File: src/rtl/alu_issue_ctrl.sv
// Issue controller for a combinational 16-bit ALU: accept, decode, execute, write back.
// Legal op retires 2 cycles after accept (4 cycles/instr); instr_ready only in IDLE, so a busy controller stalls the source.
module alu_issue_ctrl #(
  parameter int NUM_REGS  = 8,
  parameter int IMM_WIDTH = 7
) (
  input  logic        clk,
  input  logic        rst_n,
  input  logic        instr_valid,
  output logic        instr_ready,
  input  logic [15:0] instr,
  output logic [15:0] alu_a,
  output logic [15:0] alu_b,
  output logic [2:0]  alu_opcode,
  input  logic [15:0] alu_result,
  input  logic        alu_zero,
  output logic        done,
  output logic        illegal,
  output logic        zero_flag,
  output logic        halted,
  input  logic [2:0]  dbg_addr,
  output logic [15:0] dbg_data
);

  typedef enum logic [2:0] {
    IDLE   = 3'd0,
    DECODE = 3'd1,
    EXEC   = 3'd2,
    WB     = 3'd3,
    HALTED = 3'd4
  } state_t;

  state_t      state, nxt;
  logic [15:0] instr_r;
  logic        ill_r;
  logic [15:0] regs [NUM_REGS];

  logic [2:0]  opc, rd, rs, rt;
  logic [15:0] imm_sext;
  logic        is_alu, is_halt;

  assign opc      = instr_r[15:13];
  assign rd       = instr_r[12:10];
  assign rs       = instr_r[9:7];
  assign rt       = instr_r[6:4];
  assign imm_sext = {{(16-IMM_WIDTH){instr_r[IMM_WIDTH-1]}}, instr_r[IMM_WIDTH-1:0]};
  assign is_alu   = (opc == 3'b000) || (opc == 3'b001) || (opc == 3'b010);
  assign is_halt  = (opc == 3'b111);

  always_ff @(posedge clk or negedge rst_n) begin
    if (!rst_n) state <= IDLE;
    else        state <= nxt;
  end

  always_comb begin
    nxt = state;
    case (state)
      IDLE:    if (instr_valid) nxt = DECODE;
      DECODE: begin
        if (is_halt)     nxt = HALTED;
        else if (is_alu) nxt = EXEC;
        else             nxt = WB;
      end
      EXEC:    nxt = WB;
      WB:      nxt = IDLE;
      HALTED:  nxt = HALTED;
      default: nxt = IDLE;
    endcase
  end

  always_comb begin
    instr_ready = (state == IDLE);
    done        = (state == WB);
    halted      = (state == HALTED);
    illegal     = (state == WB) && ill_r;
  end

  // ill_r is only observed while done is high, so it can linger between ops
  always_ff @(posedge clk or negedge rst_n) begin
    if (!rst_n) begin
      instr_r    <= '0;
      alu_a      <= '0;
      alu_b      <= '0;
      alu_opcode <= '0;
      ill_r      <= 1'b0;
      zero_flag  <= 1'b0;
    end else begin
      if (state == IDLE && instr_valid) instr_r <= instr;
      if (state == DECODE) begin
        if (is_alu) begin
          alu_a      <= (rs == 3'd0) ? 16'h0000 : regs[rs];
          alu_b      <= (opc == 3'b000) ? ((rt == 3'd0) ? 16'h0000 : regs[rt]) : imm_sext;
          alu_opcode <= opc;
        end else if (!is_halt) begin
          ill_r <= 1'b1;
        end
      end
      if (state == EXEC) begin
        zero_flag <= alu_zero;
        ill_r     <= 1'b0;
      end
    end
  end

  always_ff @(posedge clk or negedge rst_n) begin
    if (!rst_n) begin
      for (int i = 0; i < NUM_REGS; i++) regs[i] <= '0;
    end else if (state == EXEC && rd != 3'd0) begin
      regs[rd] <= alu_result;
    end
  end

  assign dbg_data = (dbg_addr == 3'd0) ? 16'h0000 : regs[dbg_addr];

endmodule

File: config.mk
export PLATFORM = sky130hd
export DESIGN_NAME = alu_issue_ctrl
export DESIGN_NICKNAME = d
export VERILOG_FILES = /design/src/rtl/alu_issue_ctrl.sv
export SDC_FILE = /design/constraint.sdc
export NUM_CORES = 1
export LEC_CHECK = 0
export CAP_MARGIN = 25
export CORE_MARGIN = 2
export CORE_UTILIZATION = 50
export CTS_CLUSTER_DIAMETER = 120
export DETAILED_ROUTE_END_ITERATION = 10
export PLACE_DENSITY = 0.81
export SLEW_MARGIN = 20
export SYNTH_ARGS = -nofsm -noshare
export SYNTH_HDL_FRONTEND = slang
export SYNTH_SLANG_ARGS = --single-unit
File: constraint.sdc
create_clock -name clk -period 3.64 [get_ports clk]
set_clock_uncertainty 0.15 [all_clocks]
set_input_delay 0.546 -clock clk [delete_from_list [all_inputs] [get_ports clk]]
set_output_delay 0.546 -clock clk [all_outputs]
set_load 0.02 [all_outputs]
Word-level counts from Yosys, hierarchy flattened
Index checks and enable logic that the tools add are counted.
{"block": "word_totals", "rom_bits": 0, "latchBits": 0, "n_memories": 0, "regBits": 184, "input_bits": 39, "ramBits": 0}
{"block": "op_classes", "multipliers": 0, "shifts": 0, "eq_ne": 10, "add_sub_neg": 0, "reduce_logical": 15, "n_mux": 24, "magnitude_cmp": 5, "bitwise": 4, "div_mod_pow": 0}
{"cell": "2-to-1 mux 16 bit", "count": 11}
{"cell": "binary-select mux 16 bit (select 3 bit)", "count": 3}
{"cell": "bitwise mux 128 bit", "count": 1}
{"cell": "demux 16 bit (select 3 bit)", "count": 1}
{"cell": "greater-or-equal comparator 4 bit (second input constant)", "count": 4}
{"cell": "inverter 3 -> 4 bit", "count": 4}
{"cell": "zero test 3 bit", "count": 5}
{"cell": "case mux 3 bit (4 select lines)", "count": 1}
{"cell": "== test 3 x 2 -> 1 bit (second input constant)", "count": 3}
{"cell": "== test 3 x 1 -> 1 bit (second input constant)", "count": 2}
{"cell": "== test 3 bit (second input constant)", "count": 2}
{"cell": "2-to-1 mux 3 bit", "count": 2}
{"cell": "2-to-1 mux 1 bit", "count": 5}
{"cell": "logical AND 1 bit", "count": 4}
{"cell": "< comparator 4 x 1 -> 1 bit (second input constant)", "count": 1}
{"cell": "!= test 2 x 1 -> 1 bit (second input constant)", "count": 2}
{"cell": "AND reduction 3 bit", "count": 1}
{"cell": "nonzero test 3 bit", "count": 1}
{"cell": "logical OR 1 bit", "count": 2}
{"cell": "!= test 2 bit (second input constant)", "count": 1}
{"cell": "AND reduction 2 bit", "count": 1}
{"cell": "nonzero test 2 bit", "count": 1}

Depth between registers and ports, before layout
Gate-level depths: netlist (run 1).
{"block": "depth", "word_depth": 6, "ltp_mapped": 7, "ltp_nobuf": 4}

Worst setup path after synthesis (run 1)
No wires, ideal clock.
{"block": "synth_path", "path_type": "in2out", "startpoint": "in dbg_addr[1]", "endpoint": "out dbg_data[10]", "path_slack_ns": 0.962, "required_time_ns": 2.944, "n_path_buf": 2, "arrival_time_ns": 1.982, "path_stages": 5, "path_cell_list": "clkbuf_1 -> nor2b_1 -> clkbuf_1 -> a22oi_1 -> o21ai_0"}
{"block": "synth_via", "elab_chain_cells": 5, "word_cells_on_any_way": 6}
{"item": "from (decl)", "line_no": "21", "rtl": "input logic [2:0] dbg_addr,"}
{"item": "inverter 3 -> 4 bit (implied by the code)", "line_no": "113", "rtl": "assign dbg_data = (dbg_addr == 3'd0) ? 16'h0000 : regs[dbg_addr];"}
{"item": "binary-select mux 16 bit (select 3 bit)", "line_no": "113"}
{"item": "2-to-1 mux 16 bit (implied by the code) (2 in series)", "line_no": "113"}
{"item": "2-to-1 mux 16 bit *", "line_no": "113"}
{"item": "to (decl)", "line_no": "22", "rtl": "output logic [15:0] dbg_data"}
Mark *: on every way between the ends. The rest lies on a longest branch, timed or not. The select of a mux whose other input is x is not followed.

Final worst setup path (run 1)
{"block": "layout_path", "startpoint": "in dbg_addr[1]", "endpoint": "out dbg_data[6]"}
The elaborated chain is that of the path after synthesis.

==> results of run 1 <==
-- power by group through the flow --
stage               Clock (mW)  Combinational [mW]  Sequential (mW)
detailed placement           0                4.91             3.82
global route              2.13                5.31             3.99
floorplan                    0                3.57             3.60
CTS                       2.06                4.96             3.82
finish                    2.04                4.97             3.87
global placement             0                4.80             3.77
-- flip-flops by register name, indices dropped and copies added (netlist names) --
| signal | count |
|---|---|
| alu_b | 16 |
| instr_r | 16 |
| state | 3 |
| zero_flag | 1 |
| alu_a | 16 |
| regs | 112 |
| alu_opcode | 3 |
| ill_r | 1 |
-- worst max-delay path, delay by kind of cell --
| family | cells | cell delay (ns) |
|---|---|---|
| buffers and inverters | 3 | 1.61 |
| AO/OA/AOI/OAI | 2 | 0.47 |
| multiplexers | 1 | 0.13 |
-- metrics by stage --
step	utilization	power, mW	hold WS (ns)	setup slack (ns)
after floorplan	-	7.17	0.100	0.962
after global placement	0.573	8.57	0.311	0.256
after detailed placement	0.573	8.73	0.324	0.215
after CTS	0.610	10.8	0.121	0.203
after global routing	0.610	11.4	0.163	0.125
final	0.610	10.9	0.0332	0.185
-- kinds of logic (layout without fill, tap and decap cells) --
kind of cell           count (synthesis)  after routing  synth area share
flip-flops                           168            168             0.458
AND/OR/NAND/NOR                      130            130            0.0746
AO/OA/AOI/OAI                        124            124            0.0979
buffers and inverters                 66            150            0.0336
multiplexers                         225            225             0.335
XOR/XNOR                               1              1          0.000955
-- cell usage after synthesis, types with 15 or more instances --
cell,count,share of area
a22oi_1,19,0.016
nor2_1,15,0.0061
o31ai_1,17,0.014
o21ai_0,19,0.010
mux2_1,33,0.041
buf_2,27,0.015
dfrtp_1,168,0.46
mux4_2,45,0.11
nor2b_1,26,0.018
mux2_2,130,0.16
clkbuf_1,28,0.011
nand2_1,54,0.022
a221oi_1,24,0.023
-- final timing paths --
| path | startpoint | endpoint | cells after the start | slack (ns) |
|---|---|---|---|---|
| min reg2reg | alu_opcode[1]$_DFFE_PN0P_ | alu_opcode[1]$_DFFE_PN0P_ | 2 | 0.33 |
| max | dbg_addr[1] | dbg_data[6] | 6 | 0.19 |
| min | rst_n | regs[72]$_DFFE_PN0P_ | 1 | 0.03 |
| max in group asynchronous | rst_n | regs[4]$_DFFE_PN0P_ | 2 | 2.48 |
| max reg2reg | state[0]$_DFFE_PN0P_ | regs[76]$_DFFE_PN0P_ | 4 | 1.18 |
| min in group clk | alu_opcode[1]$_DFFE_PN0P_ | alu_opcode[1]$_DFFE_PN0P_ | 2 | 0.33 |
-- layout by cell type, fill, tap and decap left out, types with 4 or more instances in the layout --
cell type and count:
a221oi_1 24, dfrtp_1 165, mux2i_1 7, nor2b_1 26, clkdlybuf4s50_1 92, mux4_2 45
clkbuf_16 17, a22oi_1 19, o21ai_0 19, o22a_1 8, nor2_1 15, mux2_1 33
nor3_1 11, a21oi_1 12, buf_4 20, mux2_4 10, bufinv_16 5, o21ai_1 8
clkbuf_8 4, nand2_1 54, o31ai_1 17, mux2_2 130
-- routing by layer --
layer / global-route usage / routed length, um / up-vias
met1: 0.353 / 10500 / 3476
li1: - / - / 2857
met4: 0.104 / 679 / 0
met3: 0.0547 / 1810 / 63
met5: 0 / 0 / -
met2: 0.394 / 11500 / 365
-- final cells by class --
type / instances / area [um^2]
inverters: 2 / 7.51
fillers: 1356 / 7000
repair buffers: 116 / 1130
clock buffers: 22 / 484
flip-flops and latches: 168 / 4210
clock inverters: 10 / 189
well taps: 229 / 287
multi-input cells: 480 / 4660
==> results.py, run 1 <==
metrics = {
    "routing": {
        "routed_wl_um": 24400,
        "avgViaCountPerCell": 6.58,
        "num_vias": 6761,
        "tritonroute_pass_1_iters": 6,
        "initialDrtViolationCount": 761,
        "drt.antenna.violating_nets": 0,
        "wl_per_cell_um": 23.8,
        "post-route-drc-count": 0,
    },
    "worst_setup_path": {
        "slowest_delay_ns": 0.64,
        "worstPathRequired_ns": 2.94,
        "worstPathArrival_ns": 2.76,
        "timing.critical_path.to_type": "output port",
        "crit_type": "input port to output port",
        "cp-start-kind": "input port",
        "timing.critical_path.slowest_stage_cell": "clkdlybuf4s50_1",
        "worst-path-max-fanout": 17,
        "crit_path_frequent_cell": "clkdlybuf4s50_1",
        "crit_path_cell_trace": "clkdlybuf4s50_1, buf_4, mux2i_1, a211oi_1, a21o_1, clkdlybuf4s50_1",
    },
    "min_path": {
        "holdCritPathClass": "input port to async pin",
    },
    "layout": {
        "areaGrowthSynthToFinish_pct": 19.5,
        "finish.net_count": 824,
        "layout-drive-gt1-share": 0.315,
        "final_cells": 1027,
        "postLayoutCellArea_mm2": 0.0110,
        "antenna_cells_inserted": 0,
    },
    "die": {
        "die-area_mm2": 0.0194,
        "design.portCount": 95,
        "chipWidth_um": 139,
        "fp.coreArea_mm2": 0.0180,
        "floorplan.die.height_um": 139,
        "placementRows": 49,
        "initial_core_util": 0.511,
    },
    "cts": {
        "cts_tree": "built",
        "clk_root_buffer_cell": "clkbuf_16",
        "clkSlewWorstSetupHoldPaths_ns": 0.06,
        "gates_resized_cts_repair": 0,
        "post-cts-setup-buffers": 0,
        "clk_path_buf_depth": 2,
        "ctsHoldBuffers": 0,
        "cts_num_sinks": 168,
        "cts_inserted_buffers": 17,
        "insertion_delay_ns": 0.42,
        "htree_levels": 4,
    },
    "power_and_ir_drop": {
        "cellLeakagePower_nw": 4.46,
        "power_frac_seq": 0.356,
        "clock_power_share": 0.188,
        "internal-power_mw": 6.82,
        "pwr-share-comb": 0.457,
        "power_density_mw_per_mm2": 992,
        "switching_power_as_a_share_of_total_power": 0.373,
        "power_switching_mw": 4.06,
        "max-vdd-ir-drop_v": 0.000541,
    },
    "grt": {
        "combined_global_route_utilization_of_all_metal_layers": 0.255,
        "grt_pass1_wl_um": 38200,
        "overflow": 0,
        "first_global_vias": 6719,
        "maximum_number_of_pins_on_one_net_before_global_route_repair": 101,
        "grt_antenna_before_repair": 0,
    },
    "timing": {
        "max-slew-margin-rel": 0.284,
        "timing.final.crit_period_ns": 3.45,
        "slew_violations": 0,
        "max_freq_ghz": 0.289,
        "tightestPinTransition_ns": 1.07,
        "fin_crit_sh": 0.949,
        "final.setup.tns_ns": 0,
        "finalHoldViolations": 0,
        "finalSetupViolations": 0,
        "rsz0062_at_grt": "no",
    },
    "run": {
        "drv_cap": 0,
    },
    "synth": {
        "syn-cell-area_mm2": 0.00917,
        "async_flop_share": 1.00,
        "synthFlopType": "dfrtp_1",
        "postSynthCellCount": 714,
        "synth_edf_count": 0,
        "syn-num-nets": 753,
        "yosys_register_bits": 168,
        "synthesis.area_per_instance_um2": 12.8,
        "yosysWarnings": 0,
        "yosysSeqAreaShare": 0.458,
        "netlist-cell-type-count": 50,
    },
    "placed_design": {
        "dp_cells": 995,
        "post_dp_cell_area_mm2": 0.0103,
        "gp_congestion": 0.819,
        "numPortBuffers": 94,
        "place.detailed.hpwl_um": 14600,
    },
    "run_status": {
        "status": "finished clean",
    },
}
Power figures use the tool's default switching activity.
==> run 2: changes to the inputs <==
==> constraint.sdc (replaced) <==
create_clock -name clk -period 3.6 [get_ports clk]
set_clock_uncertainty 0.15 [all_clocks]
set_input_delay 0.54 -clock clk [delete_from_list [all_inputs] [get_ports clk]]
set_output_delay 0.54 -clock clk [all_outputs]
set_load 0.1 [all_outputs]
==> run 2 against run 1 <==
Against the previous run: the run now ends with negative hold slack left; count of clock-buffer cells in the layout grew 2; final cell count grew 0.19%; first-iteration DRC count shrank 14%; setup slack gained 0.21 ns; non-clock buffer count grew 2; critical path type unchanged; critical endpoint is now dbg_data[2].
==> results.py, run 2 (synthesis results as in run 1) <==
metrics = {
    "run": {
        "drv_cap": 0,
    },
    "run_status": {
        "failed_checks": "negative hold slack",
        "status": "finished with violations",
    },
    "cts": {
        "clk_path_buf_depth": 2,
        "clk_root_buffer_cell": "clkbuf_16",
        "insertion_delay_ns": 0.44,
        "post-cts-setup-buffers": 0,
        "ctsHoldBuffers": 0,
        "htree_levels": 4,
        "clkSlewWorstSetupHoldPaths_ns": 0.07,
        "cts_num_sinks": 168,
        "gates_resized_cts_repair": 0,
        "cts_inserted_buffers": 17,
        "cts_tree": "built",
    },
    "worst_setup_path": {
        "crit_type": "input port to output port",
        "crit_path_cell_trace": "buf_2, nor2b_1, buf_4, a22oi_1, o21ai_1, buf_12",
        "timing.critical_path.to_type": "output port",
        "cp-start-kind": "input port",
        "worst_setup_path_endpoint": "dbg_data[2]",
        "worstPathArrival_ns": 2.51,
        "worst-r2r-cell-count": 4,
        "worstPathRequired_ns": 2.91,
        "slowest_delay_ns": 0.60,
        "r2r-end": "regs[19]$_DFFE_PN0P_",
        "worst-path-max-fanout": 30,
        "r2r-start": "state[2]$_DFFE_PN0P_",
        "timing.reg2reg.setup_slack_ns": 1.01,
        "cp-startpoint": "dbg_addr[0]",
        "timing.critical_path.slowest_stage_cell": "nor2b_1",
    },
    "layout": {
        "largest-register": "regs",
        "fillers": 1355,
        "finish.net_count": 826,
        "sequential_standard_cell_area_mm2": 0.00421,
        "areaGrowthSynthToFinish_pct": 20.4,
        "final_cell_mix": "165 x dfrtp_1, 130 x mux2_2, 71 x clkdlybuf4s50_1, 54 x nand2_1, 45 x mux4_2",
        "layout_commonest_cell": "dfrtp_1",
        "layout-drive-gt1-share": 0.344,
        "multi_input_area_mm2": 0.00467,
        "largest_register_ffs": 112,
        "antenna_cells_inserted": 0,
    },
    "die": {
        "placementRows": 49,
        "floorplan.die.height_um": 139,
        "fp.coreArea_mm2": 0.0180,
        "die-area_mm2": 0.0194,
        "chipWidth_um": 139,
        "design.portCount": 95,
        "initial_core_util": 0.511,
    },
    "timing": {
        "finalSetupViolations": 0,
        "final.setup.tns_ns": 0,
        "max-slew-margin-rel": 0.285,
        "tightestPinTransition_ns": 1.07,
        "timing.final.crit_period_ns": 3.20,
        "slew_violations": 0,
        "rsz0062_at_grt": "no",
        "finalHoldViolations": 8,
        "whs_ns": -0.0161,
        "max_freq_ghz": 0.312,
        "fin_crit_sh": 0.889,
    },
    "grt": {
        "grt_pass1_wl_um": 38500,
        "maximum_number_of_pins_on_one_net_before_global_route_repair": 83,
        "combined_global_route_utilization_of_all_metal_layers": 0.258,
        "grt_antenna_before_repair": 0,
        "overflow": 0,
        "first_global_vias": 6733,
    },
    "routing": {
        "initialDrtViolationCount": 656,
        "drt.antenna.violating_nets": 0,
        "wl_per_cell_um": 23.9,
        "tritonroute_pass_1_iters": 5,
        "num_vias": 6712,
        "post-route-drc-count": 0,
        "avgViaCountPerCell": 6.52,
        "routed_wl_um": 24500,
    },
    "placed_design": {
        "gp_congestion": 0.823,
        "place.detailed.hpwl_um": 15100,
        "numPortBuffers": 94,
    },
    "min_path": {
        "holdCritPathClass": "input port to async pin",
    },
}
==> run 2: changes by cell type in the layout (fill, tap and decap cells not counted), moves of 2 or more <==
cell	previous run	this run
buf_12	2	17
o21ai_0	19	4
bufinv_16	5	2
o21ai_1	8	23
buf_4	20	28
clkinv_2	1	5
clkinv_4	2	0
clkdlybuf4s50_1	92	71
==> run 2: critical path: cells and delay by family <==
family / cells / cell delay, ns
AO/OA/AOI/OAI: 2 / 0.47
buffers and inverters: 3 / 0.90
AND/OR/NAND/NOR: 1 / 0.60
==> run 2: worst min path at each step <==
stage,slack [ns],cells past startpoint,to
4_1_cts,0.04,1,alu_a[7]$_DFFE_PN0P_
2_1_floorplan,0.09,0,alu_a[0]$_DFFE_PN0P_
5_1_grt,0.07,1,regs[71]$_DFFE_PN0P_
3_5_place_dp,0.32,2,alu_a[3]$_DFFE_PN0P_
3_3_place_gp,0.31,2,alu_opcode[1]$_DFFE_PN0P_
6_report,-0.02,1,alu_a[7]$_DFFE_PN0P_
==> run 2: layout make-up <==
cell class | count | area share
clock buffers | 24 | 0.0454
repair buffers | 118 | 0.116
multi-input cells | 480 | 0.423
inverters | 2 | 0.000680
well taps | 229 | 0.0259
flip-flops and latches | 168 | 0.381
clock inverters | 8 | 0.00839
==> run 2: layer usage <==
layer / vias up / part of all wire / wire length [um] / global-route usage
li1: 2846 / - / - / -
met1: 3431 / 0.42 / 10300 / 0.360
met2: 391 / 0.48 / 11700 / 0.406
met3: 44 / 0.085 / 2080 / 0.0496
met4: 0 / 0.018 / 454 / 0.0946
met5: - / 0 / 0 / 0
==> run 2: metrics by stage <==
step	std cells	util	worst slack (ns)	cell area, um^2
4_1_cts	1029	0.615	0.428	11000
3_5_place_dp	997	0.582	0.451	10400
5_1_grt	1029	0.615	0.327	11000
2_1_floorplan	714	-	0.0588	9180
3_3_place_gp	997	0.582	0.487	10400
6_report	1029	0.615	0.399	11000
Power of run 2 is left out: the tool's default activity adds up to more than one toggle a clock period on the data nets, which glitch-free logic cannot reach.
